--- src/rtl/gen_pipe_dffr_pkg.sv ---
// ----------------------------------------------------------------------------
// gen_pipe_dffr_pkg
//
// Shared types for the elastic pipeline register.
//
// Contents:
//   pipe_op_e   - what happens to the occupancy counter on a clock edge
//   classify_op - turns the two handshake fire bits into a pipe_op_e
// ----------------------------------------------------------------------------
package gen_pipe_dffr_pkg;

    // Occupancy update selected by the enqueue/dequeue fire bits.
    // The encoding is {enq_fire, deq_fire} so the enum can be built directly.
    typedef enum logic [1:0] {
        OP_IDLE = 2'b00,
        OP_DEQ  = 2'b01,
        OP_ENQ  = 2'b10,
        OP_BOTH = 2'b11
    } pipe_op_e;

    function automatic pipe_op_e classify_op(input logic enq_fire,
                                             input logic deq_fire);
        return pipe_op_e'({enq_fire, deq_fire});
    endfunction

endpackage

--- src/rtl/gen_pipe_stage.sv ---
// ----------------------------------------------------------------------------
// gen_pipe_stage
//
// One stage of the elastic pipeline: a valid flag plus a DW-bit data register.
// The data register only loads when the stage accepts a new item, so idle
// bubbles do not toggle the datapath.
//
// Ports:
//   CLK      in   rising-edge clock
//   RST      in   asynchronous active-high reset (valid=0, data=rstValue)
//   flush    in   synchronous clear of the valid flag; data holds
//   load     in   stage accepts d_in this cycle (sets valid)
//   clear    in   stage hands its item on with nothing arriving (clears valid)
//   d_in     in   incoming payload
//   v_q      out  stage holds valid data
//   d_q      out  stage payload
// ----------------------------------------------------------------------------
module gen_pipe_stage #(
    parameter int             DW       = 32,
    parameter logic [DW-1:0]  rstValue = {DW{1'b0}}
) (
    input  logic          CLK,
    input  logic          RST,
    input  logic          flush,
    input  logic          load,
    input  logic          clear,
    input  logic [DW-1:0] d_in,
    output logic          v_q,
    output logic [DW-1:0] d_q
);

    // Valid flag: flush wins over everything, a load wins over a clear
    // because an item arriving replaces the one that leaves.
    always_ff @(posedge CLK or posedge RST) begin
        if (RST) begin
            v_q <= 1'b0;
        end else if (flush) begin
            v_q <= 1'b0;
        end else if (load) begin
            v_q <= 1'b1;
        end else if (clear) begin
            v_q <= 1'b0;
        end
    end

    // Data register: loads only on an accepted transfer and never during a
    // flush, so the last payload stays visible after the pipe is emptied.
    always_ff @(posedge CLK or posedge RST) begin
        if (RST) begin
            d_q <= rstValue;
        end else if (load && !flush) begin
            d_q <= d_in;
        end
    end

endmodule

--- src/rtl/gen_pipe_dffr.sv ---
// ----------------------------------------------------------------------------
// gen_pipe_dffr
//
// Parametrised elastic pipeline register: DEPTH stages of DW-bit data, each
// with a valid bit, valid/ready handshake at both ends, bubble collapse and a
// synchronous flush. Stage 0 is the input stage, stage DEPTH-1 drives the
// output. Items never overtake one another.
//
// Parameters:
//   DW        data width
//   DEPTH     number of stages (1 or more)
//   rstValue  reset value of every stage data register
//
// Ports:
//   CLK        in   rising-edge clock
//   RST        in   asynchronous active-high reset
//   flush      in   synchronous clear of all stages and the counter
//   enq_valid  in   upstream offers enq_data
//   enq_ready  out  pipeline accepts this cycle
//   enq_data   in   input payload
//   deq_valid  out  output stage holds valid data
//   deq_ready  in   downstream accepts this cycle
//   deq_data   out  output payload (always the output stage register)
//   count      out  number of valid stages
// ----------------------------------------------------------------------------
module gen_pipe_dffr
    import gen_pipe_dffr_pkg::*;
#(
    parameter int             DW       = 32,
    parameter int             DEPTH    = 2,
    parameter logic [DW-1:0]  rstValue = {DW{1'b0}},
    localparam int            CW       = $clog2(DEPTH + 1)
) (
    input  logic          CLK,
    input  logic          RST,
    input  logic          flush,
    input  logic          enq_valid,
    output logic          enq_ready,
    input  logic [DW-1:0] enq_data,
    output logic          deq_valid,
    input  logic          deq_ready,
    output logic [DW-1:0] deq_data,
    output logic [CW-1:0] count
);

    logic [DEPTH-1:0] v;
    logic [DEPTH-1:0] move;
    logic [DEPTH-1:0] stage_load;
    logic [DEPTH-1:0] stage_clear;
    logic [DW-1:0]    d        [DEPTH];
    logic [DW-1:0]    stage_in [DEPTH];
    logic             enq_fire;
    logic             deq_fire;

    // Advance chain, evaluated from the output stage backwards: a stage moves
    // when it is valid and the next stage is either empty or moving itself.
    // This gives the deq_ready -> enq_ready path its DEPTH-long ripple.
    always_comb begin
        move = '0;
        move[DEPTH-1] = v[DEPTH-1] & deq_ready;
        for (int i = DEPTH - 2; i >= 0; i--) begin
            move[i] = v[i] & (~v[i+1] | move[i+1]);
        end
    end

    // Handshake at both ends; flush blocks both so nothing transfers on a
    // flushing edge.
    always_comb begin
        enq_ready = ~flush & (~v[0] | move[0]);
        enq_fire  = enq_valid & enq_ready;
        deq_valid = v[DEPTH-1] & ~flush;
        deq_fire  = deq_valid & deq_ready;
        deq_data  = d[DEPTH-1];
    end

    // Per-stage load/clear: stage 0 is fed by the enqueue port, every later
    // stage by its predecessor moving. A stage only drops its valid flag when
    // it moves and nothing moves in behind it.
    always_comb begin
        stage_load  = '0;
        stage_clear = '0;
        stage_in[0] = enq_data;
        stage_load[0] = enq_fire;
        for (int i = 1; i < DEPTH; i++) begin
            stage_in[i]   = d[i-1];
            stage_load[i] = move[i-1];
        end
        for (int i = 0; i < DEPTH; i++) begin
            stage_clear[i] = move[i] & ~stage_load[i];
        end
    end

    // The stage chain itself.
    for (genvar i = 0; i < DEPTH; i++) begin : g_stage
        gen_pipe_stage #(
            .DW       (DW),
            .rstValue (rstValue)
        ) u_stage (
            .CLK   (CLK),
            .RST   (RST),
            .flush (flush),
            .load  (stage_load[i]),
            .clear (stage_clear[i]),
            .d_in  (stage_in[i]),
            .v_q   (v[i]),
            .d_q   (d[i])
        );
    end

    // Occupancy counter kept as its own register so count is a clean flop
    // output rather than a popcount tree; it tracks the fire bits exactly.
    always_ff @(posedge CLK or posedge RST) begin
        if (RST) begin
            count <= '0;
        end else if (flush) begin
            count <= '0;
        end else begin
            case (classify_op(enq_fire, deq_fire))
                OP_ENQ:  count <= count + CW'(1);
                OP_DEQ:  count <= count - CW'(1);
                default: count <= count;
            endcase
        end
    end

    // The counter must always agree with the number of set valid flags.
    count_matches_valid: assert property (
        @(posedge CLK) disable iff (RST) int'(count) == $countones(v)
    );

endmodule

--- config.mk ---
export PLATFORM = sky130hd
export DESIGN_NAME = gen_pipe_dffr
export DESIGN_NICKNAME = d
export VERILOG_FILES = /design/src/rtl/gen_pipe_dffr_pkg.sv /design/src/rtl/gen_pipe_stage.sv /design/src/rtl/gen_pipe_dffr.sv
export SDC_FILE = /design/constraint.sdc
export NUM_CORES = 1
export LEC_CHECK = 0
export CORE_MARGIN = 5
export CORE_UTILIZATION = 25
export CTS_BUF_LIST = sky130_fd_sc_hd__clkbuf_4
export DETAILED_ROUTE_END_ITERATION = 6
export SLEW_MARGIN = 10
export SYNTH_ARGS = -nofsm -noshare
export SYNTH_HDL_FRONTEND = slang
export SYNTH_SLANG_ARGS = --single-unit
--- constraint.sdc ---
create_clock -name CLK -period 2.41 [get_ports CLK]
set_input_delay 0.241 -clock CLK [delete_from_list [all_inputs] [get_ports CLK]]
set_output_delay 0.241 -clock CLK [all_outputs]
set_load 0.005 [all_outputs]
After elaboration in Yosys (flattened, before gate mapping)
Index checks and enable logic that the tools add are counted.
{ "op_classes": {"n_eq_ne": 2, "n_reduce_logical": 6, "mux": 8, "bitwise": 15, "n_addsub": 2} }
{ "ops": {"columns": ["operator", "n"], "rows": [
  ["$reduce_bool 3->1", 3],
  ["$and 1x1->1", 8],
  ["$mux 1", 6],
  ["$not 1->1", 5],
  ["$pmux 2 s2", 1],
  ["$add 2x1->2 const B", 1],
  ["$eq 2x1->1 const B", 1],
  ["$eq 2x2->1 const B", 1],
  ["$logic_and 1x1->1", 2],
  ["$mux 2", 1],
  ["$or 1x1->1", 2],
  ["$sub 2x1->2 const B", 1],
  ["$logic_not 1->1", 1]
]} }
{ "totals": {"inputBits": 37, "wordCells": 38, "output_inout_bits": 36, "regBits": 68} }

Depth between registers and ports, before layout
{ "depth": {"ltp_word": 11, "depth_mapped": 5} }

Cells and area by module
From an unflattened synthesis, not the netlist that was laid out.
{ "unflattened": {"hier_cells": 174, "area_unflattened_um2": 3012.9} }
{ "by_module_without_submodules": {"columns": ["module", "area_each_um2", "cells_each", "instances", "seq_area_each_um2"], "rows": [
  ["gen_pipe_stage", 1402.6, 74, 2, 825.8],
  ["gen_pipe_dffr", 207.7, 26, 1, 50.0]
]} }

Worst setup path before layout
No wires, ideal clock.
{ "synth_path": {"path_kind": "register to register", "startpoint": "register g_stage[1].u_stage.v_q", "endpoint": "register g_stage[1].u_stage.d_q[20]", "required_time_ns": 2.285, "synth_period_minus_slack_ns": 1.457, "path_stages_with_launch": 5, "arrival_time_ns": 1.332, "setup_slack_ns": 0.953, "n_path_buf": 1, "setup_time_ns": 0.125, "path_cell_list": "dfrtp_1 > nor2b_4 > nor3b_4 > buf_6 > mux2_2"} }
{ "synth_via": {"elab_chain_len": 4, "elab_cells_between_ends": 5, "cone_classes": "bitwise: 4; reduce/logical: 1"} }
{ "synth_rtl": {"columns": ["element", "line", "source"], "rows": [
  ["from (decl)", "gen_pipe_stage.sv:28", "output logic v_q,"],
  ["from (signal assigned)", "gen_pipe_stage.sv:36", "v_q <= 1'b0;"],
  ["from (signal assigned)", "gen_pipe_stage.sv:38", "v_q <= 1'b0;"],
  ["from (signal assigned)", "gen_pipe_stage.sv:40", "v_q <= 1'b1;"],
  ["$and 1x1->1 or $not 1->1 (tied branches)", "gen_pipe_dffr.sv:60, gen_pipe_dffr.sv:62", null],
  ["$or 1x1->1 (*)", "gen_pipe_dffr.sv:62", "move[i] = v[i] & (~v[i+1] | move[i+1]);"],
  ["$and 1x1->1 (*)", "gen_pipe_dffr.sv:62", null],
  ["$logic_and 1x1->1 (*)", "gen_pipe_stage.sv:51", "end else if (load && !flush) begin"],
  ["to (signal assigned)", "gen_pipe_stage.sv:50", "d_q <= rstValue;"],
  ["to (signal assigned)", "gen_pipe_stage.sv:52", "d_q <= d_in;"],
  ["to (decl)", "gen_pipe_stage.sv:29", "output logic [DW-1:0] d_q"]
]} }
Every way passes the cells marked *; elsewhere a longest branch is shown, timed or not.
A chain may end at the register's enable or synchronous reset.

Worst setup path after layout
{ "layout_path": {"startpoint": "input port deq_ready", "endpoint": "output port enq_ready"} }
{ "layout_via": {"elab_chain_len": 5} }
{ "layout_rtl": {"columns": ["element", "line", "source"], "rows": [
  ["from (decl)", "gen_pipe_dffr.sv:41", "input logic deq_ready,"],
  ["$and 1x1->1", "gen_pipe_dffr.sv:60", "move[DEPTH-1] = v[DEPTH-1] & deq_ready;"],
  ["$or 1x1->1", "gen_pipe_dffr.sv:62", null],
  ["$and 1x1->1", "gen_pipe_dffr.sv:62", null],
  ["$or 1x1->1", "gen_pipe_dffr.sv:69", "enq_ready = ~flush & (~v[0] | move[0]);"],
  ["$and 1x1->1", "gen_pipe_dffr.sv:69", null],
  ["to (decl)", "gen_pipe_dffr.sv:38", "output logic enq_ready,"]
]} }
No other way between the ends.

==> flow_metrics.py <==
metrics = {
    "cells_and_area": {
        "final_common_cell": "clkdlybuf4s50_1",
        "final_cell_mix": "clkdlybuf4s50_1 (72), dfrtp_1 (68), mux2_2 (63)",
        "antenna_cells": 0,
        "syn2layout_area_growth_pct": 27.2,
        "drive_gt1_share_pct": 35.3,
        "design_area_sq_um": 3700,
        "n_fill_cell": 1153,
        "nets": 281,
        "utilization_pct": 32.4,
    },
    "detailed_routing": {
        "wire_per_inst_um": 13.7,
        "dr.pass1.iters": 3,
        "antenna_left": 0,
        "routed-via-count": 1590,
        "vias_per_cell": 4.06,
        "first_iter_violations": 40,
        "wl_um": 5390,
        "drc": 0,
    },
    "pwr": {
        "ir_drop_v": 0.000284,
        "p_total_mw": 3.07,
        "total_leakage_power_nw": 1.52,
        "p_per_area_nw_per_um2": 828,
    },
    "floorplanning": {
        "dieArea_sq_um": 13900,
        "die_y_um": 118,
        "core_area_sq_um": 11400,
        "die_x_um": 118,
        "ios": 73,
        "rows": 39,
        "start_util_pct": 25.5,
    },
    "placement": {
        "dp_hpwl_um": 3810,
        "place.gp.congestion": 0.680,
        "post_dp_cell_area_sq_um": 3550,
        "portBuffers": 72,
    },
    "synthesis": {
        "synth-compound-area-share_pct": 1.16,
        "avgSynthCellArea_sq_um": 14.9,
        "synth_top_area_share_pct": 58.4,
        "syn_nets": 232,
        "synthAdderAreaFrac_pct": 0,
        "netlist_instances": 195,
        "ys_warn_count": 0,
        "synth_xor_area_share_pct": 0,
        "yosysUniqueCellTypes": 21,
        "syn-cell-area_sq_um": 2910,
        "ys_seq_area_share_pct": 58.4,
        "synth-seq-cells": 68,
        "synth_mux_area_share_pct": 25.1,
        "synth.area.top_cells": "dfrtp_1 (58%), mux2_2 (24%), buf_4 (8.5%), buf_6 (2.3%), mux2_1 (0.77%)",
        "synth-simple-area-share_pct": 4.30,
        "yosys.area.top_type": "dfrtp_1",
        "synth_top_family_by_area": "multiplexers",
    },
    "global_route": {
        "use_met1_pct": 9.31,
        "grt_use_total_pct": 8.09,
        "grt_max_degree": 69,
        "grtUsageMet3_pct": 3.36,
        "first_global_vias": 1791,
        "antenna_found_initial": 0,
        "grt_overflow": 0,
        "grt.busiest_layer": "met2",
        "grt_pass1_wl_um": 8960,
        "use_met2_pct": 13.2,
    },
    "critical_path": {
        "cp.arrival_ns": 1.67,
        "cp_max_fo": 7,
        "cp-start-kind": "input pin",
        "critPathKind": "in -> out",
        "crit_path_end_kind": "output port",
        "critPathRequiredTime_ns": 2.17,
    },
    "clock_tree": {
        "cts_resized": 0,
        "cts_max_level": 3,
        "clkTransAtPathRegs_ns": 0.11,
        "cts_root_buf": "clkbuf_4",
        "clock-sinks": 68,
        "cts.path.max_buffers": 2,
        "cts_tree": "built",
        "cts_buffers": 9,
        "post_cts_buffers": 0,
        "clock_latency_ns": 0.40,
        "cts-hold-fix-buffers": 0,
    },
    "sta": {
        "finalHoldViolations": 0,
        "fin_setup_tns_ns": 0,
        "fmax_mhz": 522,
        "slew_headroom_pct": 75.2,
        "rsz0062_at_grt": "false",
        "post-route-min-period_ns": 1.92,
        "finalHoldWorstSlack_ns": 0.221,
        "maxSlewViolCount": 0,
        "skew_ns": 0.0155,
        "setup_viol": 0,
        "fin_crit_sh_pct": 79.5,
        "worstMarginPinSlew_ns": 0.370,
    },
    "min_path": {
        "hold_class": "in -> async",
    },
    "status": {
        "status": "completed",
    },
    "flow_run": {
        "max_cap_viol_count": 0,
    },
}
[registers in the layout, summed over array words and instances, names as in the netlist]
signal	cells
g_stage.u_stage.d_q	64
count	2
g_stage.u_stage.v_q	2
[critical path, cell delays in order]
cell	delay, ns
clkdlybuf4s50_1	0.61
and3b_1	0.23
nor2_1	0.08
clkdlybuf4s50_1	0.51
[synthesized netlist by cell type, drive strengths merged]
cell / count
mux2: 65
inv: 1
and3b: 2
dfrtp: 68
nor3b: 2
o211ai: 1
a31oi: 1
nor2b: 4
nand3b: 1
nor2: 6
nand2: 1
a21boi: 1
buf: 39
o21ai: 1
nor4bb: 1
a211oi: 1
[worst paths after layout]
check / start / cells after the start / to / slack, ns
worst min register to register: g_stage[0].u_stage.d_q[23]$_DFFE_PP0P_ / 1 / g_stage[1].u_stage.d_q[23]$_DFFE_PP0P_ / 0.48
max in group asynchronous: RST / 3 / g_stage[0].u_stage.d_q[30]$_DFFE_PP0P_ / 1.89
worst max register to register: g_stage[1].u_stage.v_q$_DFFE_PP0P_ / 4 / g_stage[1].u_stage.d_q[9]$_DFFE_PP0P_ / 0.75
worst max-delay path: deq_ready / 4 / enq_ready / 0.49
worst min-delay path: RST / 3 / g_stage[1].u_stage.d_q[17]$_DFFE_PP0P_ / 0.22
min in group CLK: enq_data[17] / 2 / g_stage[0].u_stage.d_q[17]$_DFFE_PP0P_ / 0.44
[per-layer routing]
layer  vias up  wire, um
met5         -         0
met4         0        88
met3         8       300
met2        45      2710
met1       798      2280
li1        739         -
[metrics by stage]
step | cells | worst slack, ns
final | 392 | 0.494
after floorplan | 195 | 0.457
after global placement | 376 | 0.433
after detailed placement | 376 | 0.402
after CTS | 392 | 0.444
after global routing | 392 | 0.327
[cell type report]
cell class	count	area, sq um	area share [%]
Tap cell	143	179	4.83
Multi-Input combinational cell	87	891	24.0
Timing Repair Buffer	77	771	20.8
Sequential cell	68	1700	45.9
Clock buffer	9	67.6	1.82
Clock inverter	7	91.3	2.47
Inverter	1	3.75	0.101
[power breakdown]
part	leakage (nW)	switching [mW]	internal, mW	total (mW)
logic	0.625	0.204	0.528	0.732
registers	0.810	0.127	1.39	1.51
clock network	0.0873	0.405	0.417	0.823
[cells by family after synthesis]
group	Yosys count
multiplexers	65
AO/OA/AOI/OAI	5
flip-flops	68
AND/OR/NAND/NOR	17
buffers and inverters	40
No activity file was read; power rests on OpenSTA's default activity.
